**src/rtl/cla_serial_arb32.sv**
```systemverilog
// Two-requester round-robin scheduler that time-shares one 4-bit CLA slice for WIDTH-bit adds.
// Grant to valid is WIDTH/4+1 cycles; requests are sampled only in IDLE, so a waiting requester simply holds.

module cla4 (
  input  logic [3:0] a,
  input  logic [3:0] b,
  input  logic       ci,
  output logic [3:0] s,
  output logic       co
);
  logic [3:0] g, p;
  logic [4:0] c;

  always_comb begin
    g    = a & b;
    p    = a ^ b;
    c[0] = ci;
    c[1] = g[0] | (p[0] & ci);
    c[2] = g[1] | (p[1] & g[0]) | (p[1] & p[0] & ci);
    c[3] = g[2] | (p[2] & g[1]) | (p[2] & p[1] & g[0]) | (p[2] & p[1] & p[0] & ci);
    c[4] = g[3] | (p[3] & g[2]) | (p[3] & p[2] & g[1]) | (p[3] & p[2] & p[1] & g[0])
         | (p[3] & p[2] & p[1] & p[0] & ci);
    s    = p ^ c[3:0];
    co   = c[4];
  end
endmodule

module cla_serial_arb32 #(
  parameter int WIDTH = 32
) (
  input  logic             clk,
  input  logic             reset,
  input  logic             req0,
  input  logic [WIDTH-1:0] a0,
  input  logic [WIDTH-1:0] b0,
  input  logic             ci0,
  input  logic             req1,
  input  logic [WIDTH-1:0] a1,
  input  logic [WIDTH-1:0] b1,
  input  logic             ci1,
  output logic             gnt0,
  output logic             gnt1,
  output logic             busy,
  output logic             valid,
  output logic             id,
  output logic [WIDTH-1:0] s,
  output logic             co
);
  localparam int N  = WIDTH / 4;
  localparam int CW = $clog2(N);
  localparam logic [CW-1:0] LAST_STEP = CW'(N - 1);

  typedef enum logic [1:0] {IDLE, ADD, DONE} state_t;

  state_t           state_q, state_d;
  logic [WIDTH-1:0] a_q, a_d, b_q, b_d, sum_q, sum_d, s_q, s_d;
  logic [CW-1:0]    cnt_q, cnt_d;
  logic             c_q, c_d, id_r_q, id_r_d, last_q, last_d, co_q, co_d, id_q, id_d;
  logic             win1;
  logic [3:0]       slice_s;
  logic             slice_co;

  cla4 u_cla4 (
    .a  (a_q[3:0]),
    .b  (b_q[3:0]),
    .ci (c_q),
    .s  (slice_s),
    .co (slice_co)
  );

  // On a tie the requester that was not served last wins.
  always_comb begin
    win1 = req1 & (~req0 | ~last_q);
    gnt0 = (state_q == IDLE) & req0 & ~win1;
    gnt1 = (state_q == IDLE) & win1;
    busy  = (state_q != IDLE);
    valid = (state_q == DONE);
    s  = s_q;
    co = co_q;
    id = id_q;
  end

  always_comb begin
    state_d = state_q;
    a_d     = a_q;
    b_d     = b_q;
    c_d     = c_q;
    sum_d   = sum_q;
    cnt_d   = cnt_q;
    id_r_d  = id_r_q;
    last_d  = last_q;
    s_d     = s_q;
    co_d    = co_q;
    id_d    = id_q;
    case (state_q)
      IDLE: begin
        if (req0 | req1) begin
          a_d     = win1 ? a1 : a0;
          b_d     = win1 ? b1 : b0;
          c_d     = win1 ? ci1 : ci0;
          id_r_d  = win1;
          last_d  = win1;
          cnt_d   = '0;
          state_d = ADD;
        end
      end
      ADD: begin
        // Sum fills from the top so it is aligned after the final nibble.
        sum_d = {slice_s, sum_q[WIDTH-1:4]};
        c_d   = slice_co;
        a_d   = a_q >> 4;
        b_d   = b_q >> 4;
        cnt_d = cnt_q + 1'b1;
        if (cnt_q == LAST_STEP) begin
          s_d     = sum_d;
          co_d    = slice_co;
          id_d    = id_r_q;
          state_d = DONE;
        end
      end
      default: state_d = IDLE;
    endcase
  end

  always_ff @(posedge clk or posedge reset) begin
    if (reset) begin
      state_q <= IDLE;
      a_q     <= '0;
      b_q     <= '0;
      c_q     <= 1'b0;
      sum_q   <= '0;
      cnt_q   <= '0;
      id_r_q  <= 1'b0;
      last_q  <= 1'b1;
      s_q     <= '0;
      co_q    <= 1'b0;
      id_q    <= 1'b0;
    end else begin
      state_q <= state_d;
      a_q     <= a_d;
      b_q     <= b_d;
      c_q     <= c_d;
      sum_q   <= sum_d;
      cnt_q   <= cnt_d;
      id_r_q  <= id_r_d;
      last_q  <= last_d;
      s_q     <= s_d;
      co_q    <= co_d;
      id_q    <= id_d;
    end
  end
endmodule

```
**config.mk**
```make
export PLATFORM = sky130hd
export DESIGN_NAME = cla_serial_arb32
export DESIGN_NICKNAME = d
export VERILOG_FILES = /design/src/rtl/cla_serial_arb32.sv
export SDC_FILE = /design/constraint.sdc
export NUM_CORES = 1
export LEC_CHECK = 0
export BUFFER_PORTS_ARGS = -buffer_cell sky130_fd_sc_hd__buf_2
export CORE_ASPECT_RATIO = 1.4
export CORE_MARGIN = 2
export CORE_UTILIZATION = 52
export DETAILED_ROUTE_END_ITERATION = 6
export HOLD_SLACK_MARGIN = 0.03
export PLACE_DENSITY = 0.8
export SLEW_MARGIN = 40
export SYNTH_ARGS = -nofsm -noshare
export SYNTH_HDL_FRONTEND = slang
export SYNTH_SLANG_ARGS = --single-unit
export TNS_END_PERCENT = 50
```
**constraint.sdc**
```tcl
create_clock -name clk -period 4.6 [get_ports clk]
set_input_delay 0.23 -clock clk [delete_from_list [all_inputs] [get_ports clk]]
set_output_delay 0.23 -clock clk [all_outputs]
set_load 0.05 [all_outputs]
```
; Word level (Yosys, flattened, before mapping)
; Cells that the tools add are included.
[word_totals]
register_bits = 138
input_bits = 134
out_inout_bits = 38
[classes]
n_addsub = 1
eq_ne = 5
muxes = 14
bitwise_logic = 38
reduce_logical = 7
[ops]
columns = operator, count
row1 = 2-to-1 mux 32 bit, 4
row2 = one-hot mux 32 bit (2 select lines), 2
row3 = bitwise AND 1 bit, 20
row4 = bitwise OR 1 bit, 12
row5 = AND reduction 2 bit, 4
row6 = bitwise XOR 4 bit, 2
row7 = one-hot mux 3 bit (2 select lines), 1
row8 = bitwise AND 4 bit, 1
row9 = 2-to-1 mux 2 bit, 2
row10 = one-hot mux 2 bit (2 select lines), 1
row11 = nonzero test 2 bit, 2
row12 = "adder 3 x 1 -> 3 bit, second input constant", 1
row13 = "== test 3 bit, second input constant", 1
row14 = 2-to-1 mux 3 bit, 1
row15 = NOT 1 bit, 3
row16 = "== test 2 x 1 -> 1 bit, second input constant", 1
row17 = "== test 2 bit, second input constant", 1
row18 = zero test 2 bit, 1
row19 = 2-to-1 mux 1 bit, 2
row20 = "inequality test 2 x 1 -> 1 bit, second input constant", 1
row21 = "inequality test 2 bit, second input constant", 1
row22 = one-hot mux 1 bit (2 select lines), 1

; Longest topological paths before layout
; Gate-level depths: netlist of run 1.
[logic_depth]
word_depth = 7
mapped_depth = 7
mapped_depth_nobuf = 5

; Modules after synthesis
; A second synthesis of run 1 with hierarchy kept.
[hier_totals]
cells_unflattened = 678
hier_area_um2 = 6819.0
[modules_own_cells]
columns = module, n_inst, cells_per_inst, area_per_inst_um2
row1 = cla_serial_arb32, 1, 661, 6671.4
row2 = cla4, 1, 17, 147.6

; Least setup slack after synthesis of run 1
; OpenSTA, ideal clock, no wires.
[synth_timing]
kind = register -> output
start = register state_q[0]
end = output port gnt0
arrival_ns = 1.926
required_ns = 4.370
setup_slack_ns = 2.444
path_stages_with_launch = 6
cell_sequence = dfrtp_1 > or2_4 > or2_1 > buf_6 > clkbuf_1 > nor2_1
[synth_via]
elab_chain_cells = 3
[synth_lines]
columns = element, line
row1 = start: declaration, 55  ; state_t state_q, state_d;
row2 = start signal: assignment, 139  ; state_q <= state_d;
row3 = zero test 2 bit, 74  ; gnt0 = (state_q == IDLE) & req0 & ~win1;
row4 = bitwise AND 1 bit (2 in a row), 74
row5 = end: declaration, 41  ; output logic gnt0,
; Every way passes these cells.

; Final worst setup path of run 1
; Same ends and word-level chain as after synthesis.

==> out/metrics.yaml, run 1 <==
status: "complete, no violations"
timing.final.crit_share: 0.515
htree_num_levels: 4
drive_gt1_frac: 0.377
crit_fanout: 24
routabilityCongestion: 0.803
post_cts_buffers: 0
cts.clk_slew.worst_paths_ns: 0.06
die_w_um: 95.9
hold_path.class: "input pin to flop"
layout.nets: 886
ys_seq_area_frac: 0.546
grt_pass1_vias: 4834
leakage_nw: 3.81
cts.sinks: 134
crit_arrival_ns: 2.14
hold_depth: 3
grt_pass1_wl_um: 23900
synth_seq_cells: 134
syn_area_um2: 6140
cp-start-kind: "flop"
row_count: 47
dieArea_um2: 12700
synth_flop_cell: "dfrtp_1"
critical_path_class: "flop to output pin"
avgSynthCellArea_um2: 10.3
cp_num_buf_inv: 1
die_h_um: 133
initial_utilization: 0.525
rrSetupSlack_ns: 2.28
grt_max_degree: 135
yosysTopAreaCellShare: 0.542
ys.warnings.count: 0
crit_slowest_cell: "or2_1"
synth_largest_area_cell: "dfrtp_1"
slew_violations: 0
wl_per_cell_um: 16.3
worstSetupEndpointType: "output pin"
antenna_found_initial: 0
worst_pin_slew_ns: 0.818
powerDensity_nw_per_um2: 755
r2r-end: "b_q[9]$_DFFE_PP0P_"
crit_family: "simple AND/OR/NAND/NOR gates"
max-vdd-ir-drop_uv: 359
vias: 4906
synthCells: 596
yosysMostFrequentCell: "nand2_1"
period_minus_slack_ns: 2.37
dpl.hpwl_um: 10300
ios: 172
synthTopCellsByCount: "nand2_1 (198), dfrtp_1 (133), nand3_1 (66), o221a_2 (44), mux2_2 (29)"
root_buffer: "clkbuf_16"
antenna_cells: 0
final_hold_viol_count: 0
wl_um: 14700
skew_ns: 0.00618
coreArea_um2: 11700
instances_no_fill: 905
drtIter0Drc: 286
clock_latency_ns: 0.41
timing.fmax_mhz: 422
drtAntennaViolNets: 0
area_growth_pct: 23.9
viasPerCell: 5.42
syn_nets: 737
rsz0062_at_grt: "false"
synth_edf_count: 0
port_buffers: 171
slowest_delay_ns: 0.54
dp_cells: 871
drc: 0
cp.depth: 4
cts_buffers: 17
first_pass_iters: 4
cts_tree: "yes"
grt-ovfl-total: 0
reg2reg_depth: 4
hp-start: "b0[30]"
ys_types: 34
holdPathEnd: "b_q[30]$_DFFE_PP0P_"
ys_top_cells_by_area: "dfrtp_1 (54%), nand2_1 (12%), o221a_2 (8.1%)"
grt_use_total: 0.246
crit_chain: "or2_4 > or2_1 > nor2_1 > buf_2"
finalSetupTns_ns: 0
r2r_start: "state_q[0]$_DFFE_PP0P_"
drv_cap: 0
setup_viol: 0
ys_async_sr_fraction: 1.00
cts_buffer_depth: 2
worstPathRequired_ns: 4.37
relSlewSlack: 0.455
-- registers in the layout, indices dropped and copies added (netlist names) --
signal and cells:
last_q 1, sum_q 28, a_q 32, id 1, state_q 2, cnt_q 3, b_q 32, s 32
id_r_q 1, c_q 1, co 1
-- stage by stage --
stage | cell area (µm²) | power (mW) | setup WS [ns] | hold slack, ns | utilization
final | 7620 | 5.75 | 2.23 | 0.123 | 0.651
after global placement | 6940 | 4.22 | 2.32 | 0.457 | 0.593
after CTS | 7590 | 5.77 | 2.22 | 0.0546 | 0.648
after floorplan | 6140 | 3.86 | 0.789 | 0.426 | -
after global routing | 7620 | 6.08 | 2.12 | 0.132 | 0.651
after detailed placement | 6990 | 4.39 | 2.23 | 0.475 | 0.598
-- worst max path at each step --
stage	startpoint	end	slack [ns]
global route	state_q[1]$_DFFE_PP0P_	b_q[24]$_DFFE_PP0P_	2.12
detailed placement	req0	b_q[24]$_DFFE_PP0P_	2.23
CTS	state_q[0]$_DFFE_PP0P_	gnt0	2.22
global placement	req0	b_q[12]$_DFFE_PP0P_	2.32
finish	state_q[0]$_DFFE_PP0P_	gnt0	2.23
floorplan	reset	a_q[0]$_DFFE_PP0P_	0.79
-- cell usage in the layout, fill, tap and decap left out, types with 5 or more instances in the layout --
cell type / n
o221a_1: 12
dfrtp_1: 133
nand3_1: 66
mux2i_1: 9
mux2_2: 29
nor2_1: 5
nand2_1: 198
o221a_2: 44
ha_1: 6
o21ai_0: 20
buf_2: 171
clkbuf_16: 17
-- report_power, final --
part           total, mW  switching, mW  internal (mW)
logic               2.26           1.37          0.893
clock network       1.36          0.478          0.877
registers           2.13          0.390           1.74
-- logic make-up after synthesis --
family	Yosys count	share of synthesized area
mux	38	0.0678
flops	134	0.546
compound gates	86	0.131
fa+ha+maj	7	0.0155
xor+xnor	3	0.00428
buf+inv	52	0.0501
simple gates	276	0.186
-- metal layers --
metal	vias to the layer above	routed length, µm	track usage
met5	-	0	0
met4	0	308	0.0849
met3	21	726	0.0552
met2	173	7830	0.413
met1	2338	5890	0.310
li1	2374	-	-
-- worst min-delay path: stages --
cell	delay, ns
buf_2	0.08
mux2i_1	0.05
o21ai_0	0.13
-- what timing repair did --
action                                 4_1_cts  5_1_grt
resized for setup                            0        0
endpoints found under the hold margin        0      133
hold buffers                                 0        1
-- area by class of cell --
cell class | instances | area, µm²
clock inverter | 9 | 125
sequential | 134 | 3350
tap | 147 | 184
fill | 900 | 4090
inverter | 5 | 31.3
timing repair buffer | 177 | 931
clock buffer | 23 | 468
multi-input combinational | 410 | 2520
(Power assumes the default switching activity.)
==> inputs of run 2 (changes only) <==
--- a/config.mk
+++ b/config.mk
@@ -8,10 +8,10 @@
 export BUFFER_PORTS_ARGS = -buffer_cell sky130_fd_sc_hd__buf_2
 export CORE_ASPECT_RATIO = 1.4
 export CORE_MARGIN = 2
-export CORE_UTILIZATION = 52
+export CORE_UTILIZATION = 47
 export DETAILED_ROUTE_END_ITERATION = 6
 export HOLD_SLACK_MARGIN = 0.03
-export PLACE_DENSITY = 0.8
+export PLACE_DENSITY = 0.76
 export SLEW_MARGIN = 40
 export SYNTH_ARGS = -nofsm -noshare
 export SYNTH_HDL_FRONTEND = slang
==> constraint.sdc (replaced) <==
create_clock -name clk -period 2 [get_ports clk]
set_input_delay 0.1 -clock clk [delete_from_list [all_inputs] [get_ports clk]]
set_output_delay 0.1 -clock clk [all_outputs]
set_load 0.05 [all_outputs]
==> out/metrics.yaml, run 2 (synthesis gave the netlist of run 1 again) <==
final_hold_viol_count: 0
skew_ns: 0.00788
grt_max_degree: 82
slew_violations: 0
wl_um: 15500
grt-ovfl-total: 0
die_w_um: 101
cts.clk_slew.worst_paths_ns: 0.06
worst_pin_slew_ns: 0.584
grt_use_total: 0.224
seqPwrFrac: 0.357
dieArea_um2: 14000
dpl.hpwl_um: 11000
viasPerCell: 5.50
first_pass_iters: 5
startpoint: "state_q[1]$_DFFE_PP0P_"
relSlewSlack: 0.610
dp_cells: 887
drc: 0
max-vdd-ir-drop_uv: 784
drtIter0Drc: 295
period_minus_slack_ns: 1.94
crit_arrival_ns: 1.84
cts_tree: "yes"
hp-start: "b0[27]"
critical_path_class: "flop to output pin"
timing.fmax_mhz: 517
layout.nets: 907
clock_latency_ns: 0.41
worstSetupEndpointType: "output pin"
timing.final.crit_share: 0.968
hold_path.class: "input pin to flop"
crit_slowest_cell: "dfrtp_1"
swShare: 0.379
instances_no_fill: 932
cts_buffers: 17
ios: 172
grt_pass1_vias: 5142
cts_buffer_depth: 2
final_cell_mix: "nand2_1 (198), buf_2 (170), dfrtp_1 (133)"
fin_ws_ns: 0.0643
crit_fanout: 23
drtAntennaViolNets: 0
antenna_cells: 0
worstPathRequired_ns: 1.90
vias: 5128
pre_cts_ws_ns: 0.304
rrSetupSlack_ns: 0.20
powerDensity_nw_per_um2: 1720
crit_top_cell: "or2_4"
cts.sinks: 134
p_int_mw: 8.46
setup_viol: 0
die_h_um: 139
slowest_delay_ns: 0.42
design_power_total_mw: 13.6
antenna_found_initial: 0
p_comb_frac: 0.396
routabilityCongestion: 0.835
coreArea_um2: 12800
row_count: 49
leakage_nw: 3.94
wl_per_cell_um: 16.6
cp-start-kind: "flop"
crit_chain: "or2_4 > or2_4 > buf_8 > nor2_2 > buf_6"
layout_commonest_cell: "nand2_1"
drive_gt1_frac: 0.389
finish.utilization: 0.618
status: "complete, no violations"
htree_num_levels: 4
initial_utilization: 0.480
grt_pass1_wl_um: 24600
root_buffer: "clkbuf_16"
rsz0062_at_grt: "false"
r2r_start: "last_q$_DFFE_PP1P_"
drv_cap: 0
p_clk_frac: 0.247
area_growth_pct: 28.9
port_buffers: 171
power_switching_mw: 5.17
## run 2: cell count changes in the layout (fill, tap and decap cells not counted), sizes merged
cell,before,now
clkinvlp,2,3
clkbuf,23,21
dlygate4sd3,1,9
buf,176,188
bufinv,3,5
## run 2: through the flow
stage               area [µm²]  TNS, ns  hold WS, ns
global placement          7120        0        0.184
CTS                       7870        0       0.0302
detailed placement        7120        0        0.183
global route              7920        0       0.0352
finish                    7920        0       0.0426
floorplan                 6150  -0.0263        0.296
## run 2: layout make-up
| class | instances | area [µm²] |
|---|---|---|
| clock buffers | 20 | 447 |
| clock inverters | 12 | 201 |
| fillers | 1035 | 4890 |
| inverters | 5 | 22.5 |
| multi-input cells | 410 | 2520 |
| flip-flops and latches | 134 | 3350 |
| well taps | 153 | 191 |
| repair buffers | 198 | 1190 |
## run 2: worst paths after layout
path	endpoint	depth (start not counted)
worst max-delay path	gnt0	5
worst min-delay path	b_q[27]$_DFFE_PP0P_	4
worst max register to register	b_q[29]$_DFFE_PP0P_	5
worst min register to register	s[28]$_DFFE_PP0P_	2
max in group asynchronous	b_q[2]$_DFFE_PP0P_	4
min in group asynchronous	s[20]$_DFFE_PP0P_	3
## run 2: metal layers
layer	vias up	global-route usage	part of all wire
li1	2417	-	-
met1	2491	0.274	0.41
met2	187	0.383	0.52
met3	33	0.0452	0.045
met4	0	0.0930	0.028
met5	-	0	0
## run 2: power groups by stage
stage | sequential, mW | clock, mW | combinational [mW]
2_1_floorplan | 5.59 | 0 | 3.28
3_3_place_gp | 4.84 | 0 | 5.09
3_5_place_dp | 4.89 | 0 | 5.34
4_1_cts | 4.88 | 3.41 | 5.39
5_1_grt | 5.01 | 3.51 | 5.88
6_report | 4.86 | 3.37 | 5.40
## run 2: timing repair
action                                  4_1_cts  5_1_grt
setup buffers                                 1        2
pin swaps                                     0        1
endpoints found under the setup margin        1        5
cloned                                        0        1
gates resized for setup                       4        2
hold buffers                                  9        0
hold endpoints to repair                     27        0
## run 2: critical path, delay by kind of cell, from the launching register on
kind / cells / cell delay (ns)
simple gates: 3 / 0.68
flops: 1 / 0.42
buf+inv: 2 / 0.34
